`src/rtl/player_move_ctrl.sv`:
```
// player_move_ctrl
//   Player movement controller for the grid game. Turns held direction keys
//   into single steps on a fresh press plus timed auto-repeat while the key
//   stays held, and owns the player's registered map position.
//
// Ports
//   clk      in  1  system clock
//   rst_n    in  1  asynchronous active-low reset
//   key      in  4  held keys {right, up, down, left}, already synchronised
//   enable   in  1  movement permitted (low in menus / game over)
//   respawn  in  1  one-cycle pulse, return to the start position
//   allow    in  4  legal-direction mask from the boundary checker
//   move     out 4  one-hot requested direction (combinational)
//   pos_x    out 4  registered player column
//   pos_y    out 4  registered player row
//   dir      out 4  one-hot direction of the last accepted or blocked press
//   step     out 1  pulse in the cycle a new position appears
//   bump     out 1  pulse when a fresh press is blocked by a wall
module player_move_ctrl #(
  parameter int MAP_WIDTH     = 16,
  parameter int MAP_HEIGHT    = 12,
  parameter int START_X       = 0,
  parameter int START_Y       = 0,
  parameter int HOLD_DELAY    = 30_000_000,
  parameter int REPEAT_PERIOD = 10_000_000
) (
  input  logic       clk,
  input  logic       rst_n,
  input  logic [3:0] key,
  input  logic       enable,
  input  logic       respawn,
  input  logic [3:0] allow,
  output logic [3:0] move,
  output logic [3:0] pos_x,
  output logic [3:0] pos_y,
  output logic [3:0] dir,
  output logic       step,
  output logic       bump
);

  typedef enum logic [1:0] {ST_IDLE, ST_HOLD, ST_REPEAT} state_t;

  localparam logic [3:0] X_MAX   = 4'(MAP_WIDTH - 1);
  localparam logic [3:0] Y_MAX   = 4'(MAP_HEIGHT - 1);
  localparam logic [3:0] X_START = 4'(START_X);
  localparam logic [3:0] Y_START = 4'(START_Y);
  // The counter is checked for zero before it is decremented, so loading the
  // full delay puts HOLD_DELAY+1 (REPEAT_PERIOD+1) cycles between position
  // changes.
  localparam logic [31:0] HOLD_LOAD   = 32'(HOLD_DELAY);
  localparam logic [31:0] REPEAT_LOAD = 32'(REPEAT_PERIOD);

  state_t      state_q, state_d;
  logic [31:0] cnt_q, cnt_d;
  logic [3:0]  pos_x_q, pos_x_d;
  logic [3:0]  pos_y_q, pos_y_d;
  logic [3:0]  dir_q, dir_d;
  logic        step_q, step_d;
  logic        bump_q, bump_d;

  logic        hit;
  logic        room;
  logic        step_ok;
  logic [3:0]  next_x;
  logic [3:0]  next_y;

  // Priority pick: left > down > up > right.
  always_comb begin
    move = 4'b0000;
    if (enable) begin
      if (key[0])      move = 4'b0001;
      else if (key[1]) move = 4'b0010;
      else if (key[2]) move = 4'b0100;
      else if (key[3]) move = 4'b1000;
    end
  end

  assign hit = |(move & allow);

  // Map-edge guard: a step that would leave the map is dropped even when the
  // boundary checker claims it is legal.
  always_comb begin
    room   = 1'b0;
    next_x = pos_x_q;
    next_y = pos_y_q;
    if (move[0]) begin
      room   = (pos_x_q != 4'd0);
      next_x = pos_x_q - 4'd1;
    end else if (move[1]) begin
      room   = (pos_y_q < Y_MAX);
      next_y = pos_y_q + 4'd1;
    end else if (move[2]) begin
      room   = (pos_y_q != 4'd0);
      next_y = pos_y_q - 4'd1;
    end else if (move[3]) begin
      room   = (pos_x_q < X_MAX);
      next_x = pos_x_q + 4'd1;
    end
  end

  assign step_ok = hit & room;

  always_comb begin
    state_d = state_q;
    cnt_d   = cnt_q;
    pos_x_d = pos_x_q;
    pos_y_d = pos_y_q;
    dir_d   = dir_q;
    step_d  = 1'b0;
    bump_d  = 1'b0;

    if (respawn) begin
      state_d = ST_IDLE;
      cnt_d   = 32'd0;
      pos_x_d = X_START;
      pos_y_d = Y_START;
      dir_d   = 4'b0000;
    end else if (!enable) begin
      state_d = ST_IDLE;
      cnt_d   = 32'd0;
    end else begin
      case (state_q)
        ST_IDLE: begin
          if (move != 4'b0000) begin
            dir_d   = move;
            cnt_d   = HOLD_LOAD;
            state_d = ST_HOLD;
            if (step_ok) begin
              pos_x_d = next_x;
              pos_y_d = next_y;
              step_d  = 1'b1;
            end else if (!hit) begin
              bump_d = 1'b1;
            end
          end
        end
        ST_HOLD, ST_REPEAT: begin
          if (move != dir_q) begin
            // Release or change of direction: drop back to IDLE so the new
            // key is treated as a fresh press next cycle.
            state_d = ST_IDLE;
          end else if (cnt_q != 32'd0) begin
            cnt_d = cnt_q - 32'd1;
          end else begin
            // Auto-repeat: a blocked repeat is silent (no bump).
            if (step_ok) begin
              pos_x_d = next_x;
              pos_y_d = next_y;
              step_d  = 1'b1;
            end
            cnt_d   = REPEAT_LOAD;
            state_d = ST_REPEAT;
          end
        end
        default: state_d = ST_IDLE;
      endcase
    end
  end

  always_ff @(posedge clk or negedge rst_n) begin
    if (!rst_n) begin
      state_q <= ST_IDLE;
      cnt_q   <= 32'd0;
      pos_x_q <= X_START;
      pos_y_q <= Y_START;
      dir_q   <= 4'b0000;
      step_q  <= 1'b0;
      bump_q  <= 1'b0;
    end else begin
      state_q <= state_d;
      cnt_q   <= cnt_d;
      pos_x_q <= pos_x_d;
      pos_y_q <= pos_y_d;
      dir_q   <= dir_d;
      step_q  <= step_d;
      bump_q  <= bump_d;
    end
  end

  assign pos_x = pos_x_q;
  assign pos_y = pos_y_q;
  assign dir   = dir_q;
  assign step  = step_q;
  assign bump  = bump_q;

endmodule
```
`config.mk`:
```
export PLATFORM = sky130hd
export DESIGN_NAME = player_move_ctrl
export DESIGN_NICKNAME = d
export VERILOG_FILES = /design/src/rtl/player_move_ctrl.sv
export SDC_FILE = /design/constraint.sdc
export NUM_CORES = 1
export LEC_CHECK = 0
export ABC_AREA = 1
export BUFFER_PORTS_ARGS = -buffer_cell sky130_fd_sc_hd__buf_2
export CELL_PAD_IN_SITES_DETAIL_PLACEMENT = 0
export CELL_PAD_IN_SITES_GLOBAL_PLACEMENT = 2
export CORE_ASPECT_RATIO = 1.25
export CORE_MARGIN = 1.5
export CORE_UTILIZATION = 34
export CTS_CLUSTER_DIAMETER = 100
export DETAILED_ROUTE_END_ITERATION = 12
export PLACE_DENSITY_LB_ADDON = 0.12
export SYNTH_ARGS = -nofsm -noshare
export SYNTH_HDL_FRONTEND = slang
export SYNTH_SLANG_ARGS = --single-unit
```
`constraint.sdc`:
```
create_clock -name clk -period 2.8 [get_ports clk]
set_clock_uncertainty 0.1 [all_clocks]
set_input_delay 0.28 -clock clk [delete_from_list [all_inputs] [get_ports clk]]
set_output_delay 0.28 -clock clk [all_outputs]
set_load 0.05 [all_outputs]
```
==> flow_metrics.tcl, run 1 <==
set metrics [dict create \
    cp-start-kind "flop" \
    setup_tns_ns 0 \
    finalHoldViolCount 0 \
    io_buffers 29 \
    power_density_nw_per_um2 657 \
    synth_top_family_by_area "simple AND/OR/NAND/NOR gates" \
    drc 0 \
    cp.required_ns 2.92 \
    synth_top_cell_area_share_pct 33.8 \
    core_sq_um 10200 \
    htreeDepth 2 \
    cts.sink_count 48 \
    gp_congestion 0.901 \
    die-area_sq_um 11100 \
    fin_ws_ns 0.347 \
    synth.cell_area_sq_um 3550 \
    totalWireLength_um 10300 \
    status "finished clean" \
    cp_common_cell "inv_1" \
    cp_max_fo 18 \
    initial_utilization_pct 35.0 \
    numCtsBuffers 5 \
    clk_path_buf_depth 2 \
    post_cts_buffers 0 \
    grt_pass1_vias 3471 \
    clock.fmax_mhz 408 \
    hold_slack_ns 0.161 \
    synth_flop_cell "dfrtp_1" \
    die_x_um 94.5 \
    async_flop_share_pct 100 \
    drive_above_1_share_pct 13.9 \
    tightest_slew_ns 0.564 \
    arrival_ns 2.57 \
    max-cap-violations 0 \
    grt_max_degree 26 \
    reg2regPathDepth 12 \
    synth_cells 530 \
    cts.root.buffer_cell "clkbuf_16" \
    synthTopCellsByCount "151 x nand2_1, 83 x nor2_1, 61 x inv_1" \
    synth_compound_area_share_pct 9.57 \
    cp_slowest_cell "ha_1" \
    ys_seq_area_share_pct 33.8 \
    fin_util_pct 39.4 \
    top_level_ports 30 \
    syn_nets 552 \
    via_per_inst 4.97 \
    relSlewSlack_pct 62.0 \
    grt_pass1_wl_um 17300 \
    vias 3458 \
    drtIter0Drc 174 \
    firstDrtPassIters 4 \
    synthSimpleGateAreaFrac_pct 43.0 \
    fin_crit_sh_pct 87.6 \
    ff2ff_setup_slack_ns 0.35 \
    critPathMaxStageDelay_ns 0.45 \
    synth_xor_area_share_pct 0.739 \
    postSynthAreaPerCell_sq_um 6.71 \
    wl_per_cell_um 14.9 \
    crit_type "flop to flop" \
    place_ws_ns 0.360 \
    hp-class "input pin to flop" \
    yosys_register_bits 48 \
    dieHeight_um 117 \
    yosysTopAreaCell "dfrtp_1" \
    synth_mux_area_share_pct 0 \
    rsz0062_at_grt "no" \
    finalPower_w 0.00263 \
    slew_violations 0 \
    cts_tree "yes" \
    core.rowCount 41 \
    fin_crit_ns 2.45 \
    synth_fa_ha_area_share_pct 3.94 \
    ys_top_cells_by_area "dfrtp_1 34%, nand2_1 16%, nor2_1 8.8%" \
    clkTransAtPathRegs_ns 0.06 \
    synth_most_common_cell "nand2_1" \
    dp_hpwl_um 8200 \
    path_cells "inv_1 -> ha_1 -> inv_1 -> nor2_2 -> nand2_1 -> inv_1 -> nand2_4 -> nand2_4 -> nor2_4 -> inv_2 -> nand2_1 -> nor2_1" \
    syn_to_final_growth_pct 12.5 \
    track_usage_pct 20.0 \
    ant_nets 0 \
    end_kind "flop" \
    antennaDiodeCount 0 \
    setup_viol 0 \
    ir_worst_vdd_mv 0.368 \
    hold_path_depth 4 \
    ys_warn_count 0 \
    clock_latency_ns 0.30 \
    antenna_found_initial 0 \
    final_net_count 589 \
    leakage_nw 2.16 \
    grt_remaining_overflow 0 \
    synth_edf_count 0 \
    synth_cell_types 37 \
]
==> final cells by class <==
cell class	count	area [sq um]
multi-input combinational	406	2040
sequential	48	1200
tap	129	161
fill	1133	6160
clock inverter	1	5.00
clock buffer	6	129
inverter	69	259
timing repair buffer	37	208
==> state kept, by name (all words and copies together), names as in the netlist <==
| name | count |
|---|---|
| cnt_q | 32 |
| dir | 4 |
| pos_x | 4 |
| pos_y | 4 |
| state_q | 2 |
| bump | 1 |
| step | 1 |
==> critical path, delay by kind of cell, from the launching register on <==
| kind | cells | cell delay, ns |
|---|---|---|
| adders and majority gates | 1 | 0.45 |
| buffers and inverters | 4 | 0.59 |
| and+or+nand+nor | 7 | 0.87 |
| DFF | 1 | 0.37 |
==> final timing paths <==
check	start	end
hold reg to reg	state_q[0]	state_q[0]
setup / recovery	state_q[0]	cnt_q[28]
hold / removal	allow[1]	bump
max in group asynchronous	rst_n	cnt_q[23]
setup reg to reg	state_q[0]	cnt_q[28]
min in group asynchronous	rst_n	cnt_q[0]
==> placed cells by master, fill, tap and decap left out, types with 2 or more instances in the layout <==
master,count
buf_4,7
nor2_1,83
inv_2,8
nor2_4,4
o22ai_1,6
nand4_1,15
nand2_2,4
nand3_2,4
nor4_1,2
a31oi_1,2
clkbuf_16,5
ha_1,8
nand3_4,2
xor2_1,3
dfrtp_1,48
fa_1,2
nand3_1,46
nor2_2,7
o21ai_1,9
buf_2,29
nand2_1,151
inv_1,61
nor3_1,7
nand2_4,3
o21ai_0,19
o21bai_1,5
a21oi_1,15
==> logic make-up after synthesis <==
group,Yosys count
flops,48
simple gates,334
compound gates,59
buf+inv,76
xor+xnor,3
fa+ha+maj,10
==> where the power goes <==
group / internal (W) / total [W] / switching [W]
registers: 0.000777 / 0.000902 / 0.000124
logic: 0.000346 / 0.00114 / 0.000794
clock network: 0.000326 / 0.000588 / 0.000262
==> stage by stage <==
stage | std cells | area [sq um]
final | 696 | 4000
after global routing | 696 | 4000
after CTS | 696 | 4000
after detailed placement | 688 | 3860
after global placement | 688 | 3860
after floorplan | 530 | 3550
==> layer usage <==
layer	global-route usage, %	up-vias	share of wire (%)
li1	-	1780	-
met1	24.0	1607	43
met2	36.1	58	52
met3	3.11	13	2.7
met4	5.60	0	1.8
met5	0	-	0
==> what timing repair did <==
action,CTS,global route
gates resized for setup,0,0
hold buffers,1,0
endpoints found under the hold margin,48,0
(Power assumes the default switching activity.)
==> run 2, diff against run 1 <==
Settings changed: ABC_AREA 1 to not set, ABC_CLOCK_PERIOD_IN_PS set to 2800, CORE_UTILIZATION 34 to 37, SLEW_MARGIN set to 20.
==> run 2 against run 1 <==
Sequential share of layout area grew 2.5 points. Register-to-register slack lost 0.24 ns. Utilization grew 5.2 points. Critical path type unchanged. Combinational power shrank 65%. Synthesized cell count shrank 32%. Worst setup slack lost 0.24 ns. Highest routed layer unchanged. Fmax shrank 8.8%. Largest power group is now registers. Sequential power shrank 18%. Largest cell class unchanged.
==> flow_metrics.tcl, run 2 <==
set metrics [dict create \
    status "finished clean" \
    fin_ws_ns 0.111 \
    die-area_sq_um 9130 \
    ir_worst_vdd_mv 0.226 \
    power_density_nw_per_um2 426 \
    via_per_inst 5.73 \
    core_sq_um 8290 \
    firstDrtPassIters 4 \
    final_common_cell "dfrtp_1" \
    cts.sink_count 48 \
    grt_pass1_wl_um 14600 \
    synth_cells 360 \
    finalHoldViolCount 0 \
    cp.buffers_inverters 0 \
    max-cap-violations 0 \
    synth_most_common_cell "dfrtp_1" \
    fin_crit_sh_pct 96.0 \
    grt_remaining_overflow 0 \
    dp_hpwl_um 6590 \
    path_cells "or4_1 -> or3_1 -> or3_4 -> or4b_4 -> o31ai_2" \
    synth_cell_types 55 \
    synth_top_cell_area_share_pct 37.9 \
    initial_utilization_pct 38.2 \
    track_usage_pct 20.7 \
    wl_per_cell_um 17.7 \
    largest_reg_flops 32 \
    timing.rr.end "state_q[1]" \
    dieHeight_um 106 \
    relSlewSlack_pct 66.2 \
    ys_warn_count 0 \
    top_level_ports 30 \
    ys_seq_area_share_pct 37.9 \
    top_register "cnt_q" \
    drc 0 \
    critPathTopFamily "simple AND/OR/NAND/NOR gates" \
    cp_slowest_cell "or4_1" \
    placedCellCount 494 \
    syn_to_final_growth_pct 16.6 \
    core.rowCount 37 \
    clkTransAtPathRegs_ns 0.09 \
    synth_edf_count 0 \
    grt_pass1_vias 2839 \
    drtIter0Drc 144 \
    synth_flop_cell "dfrtp_1" \
    htreeDepth 2 \
    reg2regPathDepth 5 \
    clock_latency_ns 0.31 \
    cts_tree "yes" \
    gp_congestion 0.877 \
    r2r_start "cnt_q[16]" \
    syn_nets 382 \
    synth.cell_area_sq_um 3170 \
    layout_common_cells "48 x dfrtp_1, 45 x nor2_1, 29 x buf_2" \
    antennaDiodeCount 0 \
    cts.root.buffer_cell "clkbuf_8" \
    hold_path_end "bump" \
    hold_path_depth 3 \
    die_x_um 85.7 \
    ys_top_cells_by_area "dfrtp_1 38%, nor2_1 5.5%, xor2_1 4.1%" \
    setup_viol 0 \
    tightest_slew_ns 0.508 \
    hp-class "input pin to flop" \
    rsz0062_at_grt "yes" \
    place_ws_ns 0.137 \
    hp-start "allow[3]" \
    final_net_count 427 \
    vias 2884 \
    cp.required_ns 2.92 \
    final_cells 503 \
    crit_type "flop to flop" \
    io_buffers 29 \
    antenna_found_initial 0 \
    totalWireLength_um 8910 \
    cp_max_fo 5 \
    numCtsBuffers 5 \
    yosysTopAreaCell "dfrtp_1" \
    critPathMaxStageDelay_ns 0.56 \
    postSynthAreaPerCell_sq_um 8.80 \
    end_kind "flop" \
    synthTopCellsByCount "48 x dfrtp_1, 46 x nor2_1, 24 x nand2_1" \
    drive_above_1_share_pct 17.2 \
    clk_path_buf_depth 2 \
    slew_violations 0 \
    async_flop_share_pct 100 \
    ff2ff_setup_slack_ns 0.11 \
    yosys_register_bits 48 \
    ant_nets 0 \
    leakage_nw 1.81 \
    grt_max_degree 29 \
    fin_crit_ns 2.69 \
    clock.fmax_mhz 372 \
    cp-start-kind "flop" \
    arrival_ns 2.81 \
]
-- run 2: cell types whose count changed in the layout (fill, tap and decap cells not counted), sizes merged, moves of 7 or more --
cell and delta:
nand2b +9, inv -60, xor2 +12, nor2b +7, nand2 -134, o21ai -10
nor2 -49, nand3 -37, buf +20
-- run 2: logic make-up after synthesis --
| group | after synthesis | share of synthesized area, % |
|---|---|---|
| XOR/XNOR | 19 | 5.25 |
| AO/OA/AOI/OAI | 80 | 17.5 |
| adder cells (fa/ha/maj) | 10 | 4.43 |
| buffers and inverters | 28 | 3.44 |
| multiplexers | 6 | 2.05 |
| flip-flops | 48 | 37.9 |
| AND/OR/NAND/NOR | 169 | 29.4 |
-- run 2: worst max-delay path by stage --
stage	startpoint	cells past startpoint	end	slack (ns)
6_report	cnt_q[16]	5	state_q[1]	0.11
5_1_grt	cnt_q[16]	6	pos_x[3]	-0.02
4_1_cts	cnt_q[13]	5	state_q[1]	0.11
3_5_place_dp	cnt_q[13]	5	state_q[1]	0.14
3_3_place_gp	cnt_q[13]	5	state_q[1]	0.17
2_1_floorplan	dir[1]	7	cnt_q[14]	0.12
-- run 2: routing by layer --
| metal | vias up | global-route usage, % | share of wire, % |
|---|---|---|---|
| li1 | 1412 | - | - |
| met1 | 1404 | 24.4 | 43 |
| met2 | 60 | 38.2 | 53 |
| met3 | 8 | 2.48 | 2.6 |
| met4 | 0 | 6.68 | 1.4 |
| met5 | - | 0 | 0 |
-- run 2: power breakdown --
part,internal [W],switching (W)
Combinational,0.000158,0.000237
Sequential,0.000715,0.0000220
Clock,0.000202,0.000239
-- run 2: final cells by class --
cell class                      instances  area, sq um
Inverter                                9         33.8
Multi-Input combinational cell        284         1870
Timing Repair Buffer                   57          370
Clock buffer                            8         90.1
Fill cell                             847         4600
Tap cell                               97          121
Sequential cell                        48         1200
-- run 2: worst register-to-register path, stage by stage (launching register included) --
cell and delay (ns):
dfrtp_1 0.43, or4_1 0.56, or3_1 0.38, or3_4 0.35, or4b_4 0.56, o31ai_2 0.22
-- run 2: what timing repair did --
item                       4_1_cts  5_1_grt
hold endpoints to repair        20        0
hold buffers                     1        0
gates resized for setup          0        1
buffers inserted                 0        0
setup endpoints to repair        0        2
-- run 2: stage by stage --
step	setup TNS [ns]	power, W	hold WS [ns]	area [sq um]	util [%]
floorplan	0	0.00101	-0.116	3180	-
global placement	0	0.00115	0.174	3590	43.3
detailed placement	0	0.00115	0.177	3590	43.3
CTS	0	0.00159	0.232	3690	44.5
global route	-0.0326	0.00167	0.252	3690	44.5
finish	0	0.00157	0.253	3690	44.5
